$ cat src/rtl/roll_button_conditioner.sv
// roll_button_conditioner: synchronizes and debounces a raw button into a roll level,
// a press pulse, a wrapping press count and a long-press flag.
module roll_button_conditioner #(
    parameter int DIV_W      = 10,
    parameter int DEB_TICKS  = 4,
    parameter int LONG_TICKS = 64
) (
    input  logic       wb_clk_i,
    input  logic       rst_n,
    input  logic       btn_in,
    output logic       roll,
    output logic       press_pulse,
    output logic       long_press,
    output logic [7:0] press_cnt,
    output logic       busy
);
    typedef enum logic [1:0] {IDLE, PRESS_WAIT, HELD, RELEASE_WAIT} state_t;

    state_t             state;
    logic               meta;
    logic               sync;
    logic [DIV_W-1:0]   div;
    logic [3:0]         deb_cnt;
    logic [7:0]         hold_cnt;
    logic               tick;

    assign tick = &div;

    always_ff @(posedge wb_clk_i or negedge rst_n) begin
        if (!rst_n) begin
            meta <= 1'b0;
            sync <= 1'b0;
            div  <= '0;
        end else begin
            meta <= btn_in;
            sync <= meta;
            div  <= div + DIV_W'(1);
        end
    end

    // Level changes on sync take priority over a coincident tick in both wait states.
    always_ff @(posedge wb_clk_i or negedge rst_n) begin
        if (!rst_n) begin
            state       <= IDLE;
            deb_cnt     <= '0;
            hold_cnt    <= '0;
            roll        <= 1'b0;
            press_pulse <= 1'b0;
            long_press  <= 1'b0;
            press_cnt   <= '0;
            busy        <= 1'b0;
        end else begin
            press_pulse <= 1'b0;
            case (state)
                IDLE: begin
                    if (sync) begin
                        state   <= PRESS_WAIT;
                        deb_cnt <= '0;
                        busy    <= 1'b1;
                    end
                end
                PRESS_WAIT: begin
                    if (!sync) begin
                        state <= IDLE;
                        busy  <= 1'b0;
                    end else if (tick) begin
                        if (deb_cnt == 4'(DEB_TICKS - 1)) begin
                            state       <= HELD;
                            roll        <= 1'b1;
                            press_pulse <= 1'b1;
                            press_cnt   <= press_cnt + 8'd1;
                            hold_cnt    <= '0;
                        end else begin
                            deb_cnt <= deb_cnt + 4'd1;
                        end
                    end
                end
                HELD: begin
                    if (!sync) begin
                        state   <= RELEASE_WAIT;
                        deb_cnt <= '0;
                    end else if (tick && hold_cnt != 8'(LONG_TICKS)) begin
                        hold_cnt   <= hold_cnt + 8'd1;
                        long_press <= (hold_cnt == 8'(LONG_TICKS - 1));
                    end
                end
                RELEASE_WAIT: begin
                    if (sync) begin
                        state <= HELD;
                    end else if (tick) begin
                        if (deb_cnt == 4'(DEB_TICKS - 1)) begin
                            state      <= IDLE;
                            busy       <= 1'b0;
                            roll       <= 1'b0;
                            long_press <= 1'b0;
                            hold_cnt   <= '0;
                        end else begin
                            deb_cnt <= deb_cnt + 4'd1;
                        end
                    end
                end
                default: begin
                    state <= IDLE;
                    busy  <= 1'b0;
                end
            endcase
        end
    end
endmodule

$ cat config.mk
export PLATFORM = sky130hd
export DESIGN_NAME = roll_button_conditioner
export DESIGN_NICKNAME = d
export VERILOG_FILES = /design/src/rtl/roll_button_conditioner.sv
export SDC_FILE = /design/constraint.sdc
export NUM_CORES = 1
export LEC_CHECK = 0
export ABC_AREA = 1
export CAP_MARGIN = 20
export CELL_PAD_IN_SITES_DETAIL_PLACEMENT = 1
export CELL_PAD_IN_SITES_GLOBAL_PLACEMENT = 2
export CORE_UTILIZATION = 35
export CTS_BUF_LIST = sky130_fd_sc_hd__clkbuf_16
export CTS_CLUSTER_SIZE = 25
export DETAILED_ROUTE_END_ITERATION = 12
export GPL_TIMING_DRIVEN = 0
export PLACE_DENSITY = 0.77
export REMOVE_ABC_BUFFERS = 1
export SETUP_SLACK_MARGIN = 0.4
export SYNTH_ARGS = -nofsm -noshare
export SYNTH_HDL_FRONTEND = slang
export SYNTH_SLANG_ARGS = --single-unit
$ cat constraint.sdc
create_clock -name wb_clk_i -period 2.2 [get_ports wb_clk_i]
set_input_delay 0.66 -clock wb_clk_i [delete_from_list [all_inputs] [get_ports wb_clk_i]]
set_output_delay 0.66 -clock wb_clk_i [all_outputs]
set_load 0.02 [all_outputs]
==> results.toml <==
[sta]
rsz0062_at_grt = "no"
finalSetupViolCount = 0
fin_setup_tns_ns = 0
fin_crit_ns = 1.70
skew_ns = 0.00602
finalHoldViolCount = 0
relSlewSlack = 0.421
max_clock_freq_ghz = 0.587
finalCritPeriodShare = 0.774
slew_violations = 0
max_slew.worst_pin.slew_ns = 0.869
worst_slack_ns = 0.497

[floorplanning]
dieArea_um2 = 6420
pin_count = 15
core-area_um2 = 5890
initial_core_util = 0.363
die_y_um = 80.1
fp-row-count = 28
chipWidth_um = 80.1

[worst_setup_path]
crit_family = "simple AND/OR/NAND/NOR gates"
slowest_delay_ns = 0.46
crit_top_cell = "nand2_1"
worstPathRequired_ns = 2.36
crit_chain = "ha_2 -> nand2_1 -> nand2_1 -> nor2_1 -> nand2_1 -> a21oi_4 -> nand2_4 -> nand2_1 -> o21ai_2"
worstSetupStartpointType = "register"
cp-end-kind = "register"
critical_path.max_fanout = 8
critPathKind = "reg -> reg"
arrival_ns = 1.87
slowest_stage = "dfrtp_2"
crit_buf_inv = 0

[clock_network]
clockBufferDepth = 2
numClockSinks = 38
clock_latency_ns = 0.28
numCtsBuffers = 5
clkSlewWorstSetupHoldPaths_ns = 0.06
cts_root_buf = "clkbuf_16"
cts_tree = "yes"
htree_levels = 2
ctsHoldBuffers = 0

[pwr]
switchingPower_mw = 0.962
pwr_density_cell_nw_per_um2 = 951
swShare = 0.385
intPower_mw = 1.54
total_power_mw = 2.50
total_leakage_power_nw = 1.27
ir_worst_vdd_v = 0.000543
p_clk_frac = 0.275
power_frac_seq = 0.349
comb_power_share = 0.376

[synth]
synth_top_cells_by_area = "dfrtp_1 (45%), nand2_1 (11%), ha_1 (5.9%), nand3_1 (5.6%), inv_1 (5.1%)"
netlist-cell-type-count = 27
yosysTopAreaCellShare = 0.445
synthesis.area_um2 = 2130
syn_area_per_cell_um2 = 8.37
netlist_instances = 255
synth_seq_cells = 38
seq_area_frac_synth = 0.445
yosysTopAreaCell = "dfrtp_1"
yosys_warnings = 0

[cells_and_area]
nFillCells = 709
post-route-cell-area_um2 = 2630
antenna_cells = 0
final_common_cell = "nand2_1"
area_growth_pct = 23.1
drive_gt1_frac = 0.191
layout_common_cells = "nand2_1 (59), dfrtp_1 (37), inv_1 (26)"
fin_nets = 295
fin_util = 0.446

[flow_run]
drv_cap = 0

[routing]
drt_iter0_drc = 28
wirelength_mm = 4.80
via_count = 1723
via_per_inst = 4.81
dr.pass1.iters = 4
postRouteAntennaNets = 0
drc_errors = 0
wl_per_cell_um = 13.4

[placement]
hpwl_mm = 3.47
placed_area_um2 = 2350
routabilityCongestion = 0.764
place_ws_ns = 0.116
port_buffers = 14

[global_routing]
grt_util_all_layers = 0.171
grt_pass1_wl_mm = 8.38
grt_pass1_vias = 1780
grt.overflow.total = 0
grt_max_degree = 39
antenna_found_initial = 0

[min_path]
hold_class = "reg -> reg"

[outcome]
status = "finished, final reports clean"
per-stage QoR:
step	hold WS [ns]	cells
2_1_floorplan	0.331	253
3_3_place_gp	0.336	342
3_5_place_dp	0.336	342
4_1_cts	0.358	352
5_1_grt	0.379	358
6_report	0.356	358
state kept, by name, indices dropped and copies added (netlist names), named ones only:
| register | flops |
|---|---|
| div | 10 |
| hold_cnt | 8 |
| press_cnt | 8 |
| deb_cnt | 4 |
| busy | 1 |
| long_press | 1 |
| meta | 1 |
| press_pulse | 1 |
| roll | 1 |
| state | 1 |
| sync | 1 |
routing by layer:
metal / vias up / global-route usage / part of all wire
met5: - / 0 / 0
met4: 0 / 0.0429 / 0.0052
met3: 2 / 0.0341 / 0.016
met2: 13 / 0.290 / 0.49
met1: 831 / 0.222 / 0.49
li1: 877 / - / -
cell families (layout without fill, tap and decap cells):
| logic type | Yosys count | count (layout) | synth area share |
|---|---|---|---|
| AND/OR/NAND/NOR | 133 | 134 | 0.294 |
| buffers and inverters | 35 | 62 | 0.0651 |
| adder cells (fa/ha/maj) | 10 | 10 | 0.0586 |
| AO/OA/AOI/OAI | 24 | 24 | 0.0750 |
| flip-flops | 38 | 38 | 0.445 |
| XOR/XNOR | 15 | 15 | 0.0615 |
cell usage after synthesis, drive strengths merged:
library cell / instances
o21ai: 19
dfrtp: 38
nor2: 29
nand4: 9
inv: 32
nand3: 25
clkinv: 1
buf: 1
xnor2: 4
xor2: 11
nor3: 2
or2: 1
a21oi: 4
nand2: 64
nand3b: 3
o31ai: 1
clkbuf: 1
ha: 10
worst register-to-register path: stages (launching register included):
cell	delay (ns)
dfrtp_2	0.46
ha_2	0.25
nand2_1	0.12
nand2_1	0.09
nor2_1	0.09
nand2_1	0.08
a21oi_4	0.19
nand2_4	0.12
nand2_1	0.11
o21ai_2	0.06
layout make-up:
class,count,area (um2),share of cell area
multi-input combinational,183,1140,0.435
sequential,38,952,0.362
timing repair buffer,21,173,0.0657
clock buffer,5,125,0.0476
inverter,33,124,0.0471
tap,75,93.8,0.0357
clock inverter,3,16.3,0.00619
power by group through the flow:
stage / combinational [mW] / clock, mW / sequential [mW]
final: 0.939 / 0.688 / 0.872
after detailed placement: 0.784 / 0 / 0.880
after CTS: 0.883 / 0.708 / 0.867
after global placement: 0.762 / 0 / 0.875
after global routing: 1.07 / 0.744 / 0.888
after floorplan: 0.524 / 0 / 0.891
worst paths after layout:
path                       cells after the start                 start  slack (ns)                       to
min in group asynchronous                      1                 rst_n        0.50  hold_cnt[3]$_DFFE_PN0P_
min                                            0        meta$_DFF_PN0_        0.36           sync$_DFF_PN0_
max reg2reg                                    9  state[0]$_DFFE_PN0P_        0.50  hold_cnt[3]$_DFFE_PN0P_
max                                            9  state[0]$_DFFE_PN0P_        0.50  hold_cnt[3]$_DFFE_PN0P_
max in group asynchronous                      1                 rst_n        1.10     state[0]$_DFFE_PN0P_
min reg2reg                                    0        meta$_DFF_PN0_        0.36           sync$_DFF_PN0_
repair_timing:
item | CTS | global route
gates cloned | 1 | 0
buffers inserted | 1 | 6
resized for setup | 22 | 13
setup endpoints to repair | 27 | 21
pin swaps | 2 | 6
Note: power is estimated with default switching activity, not from simulation.
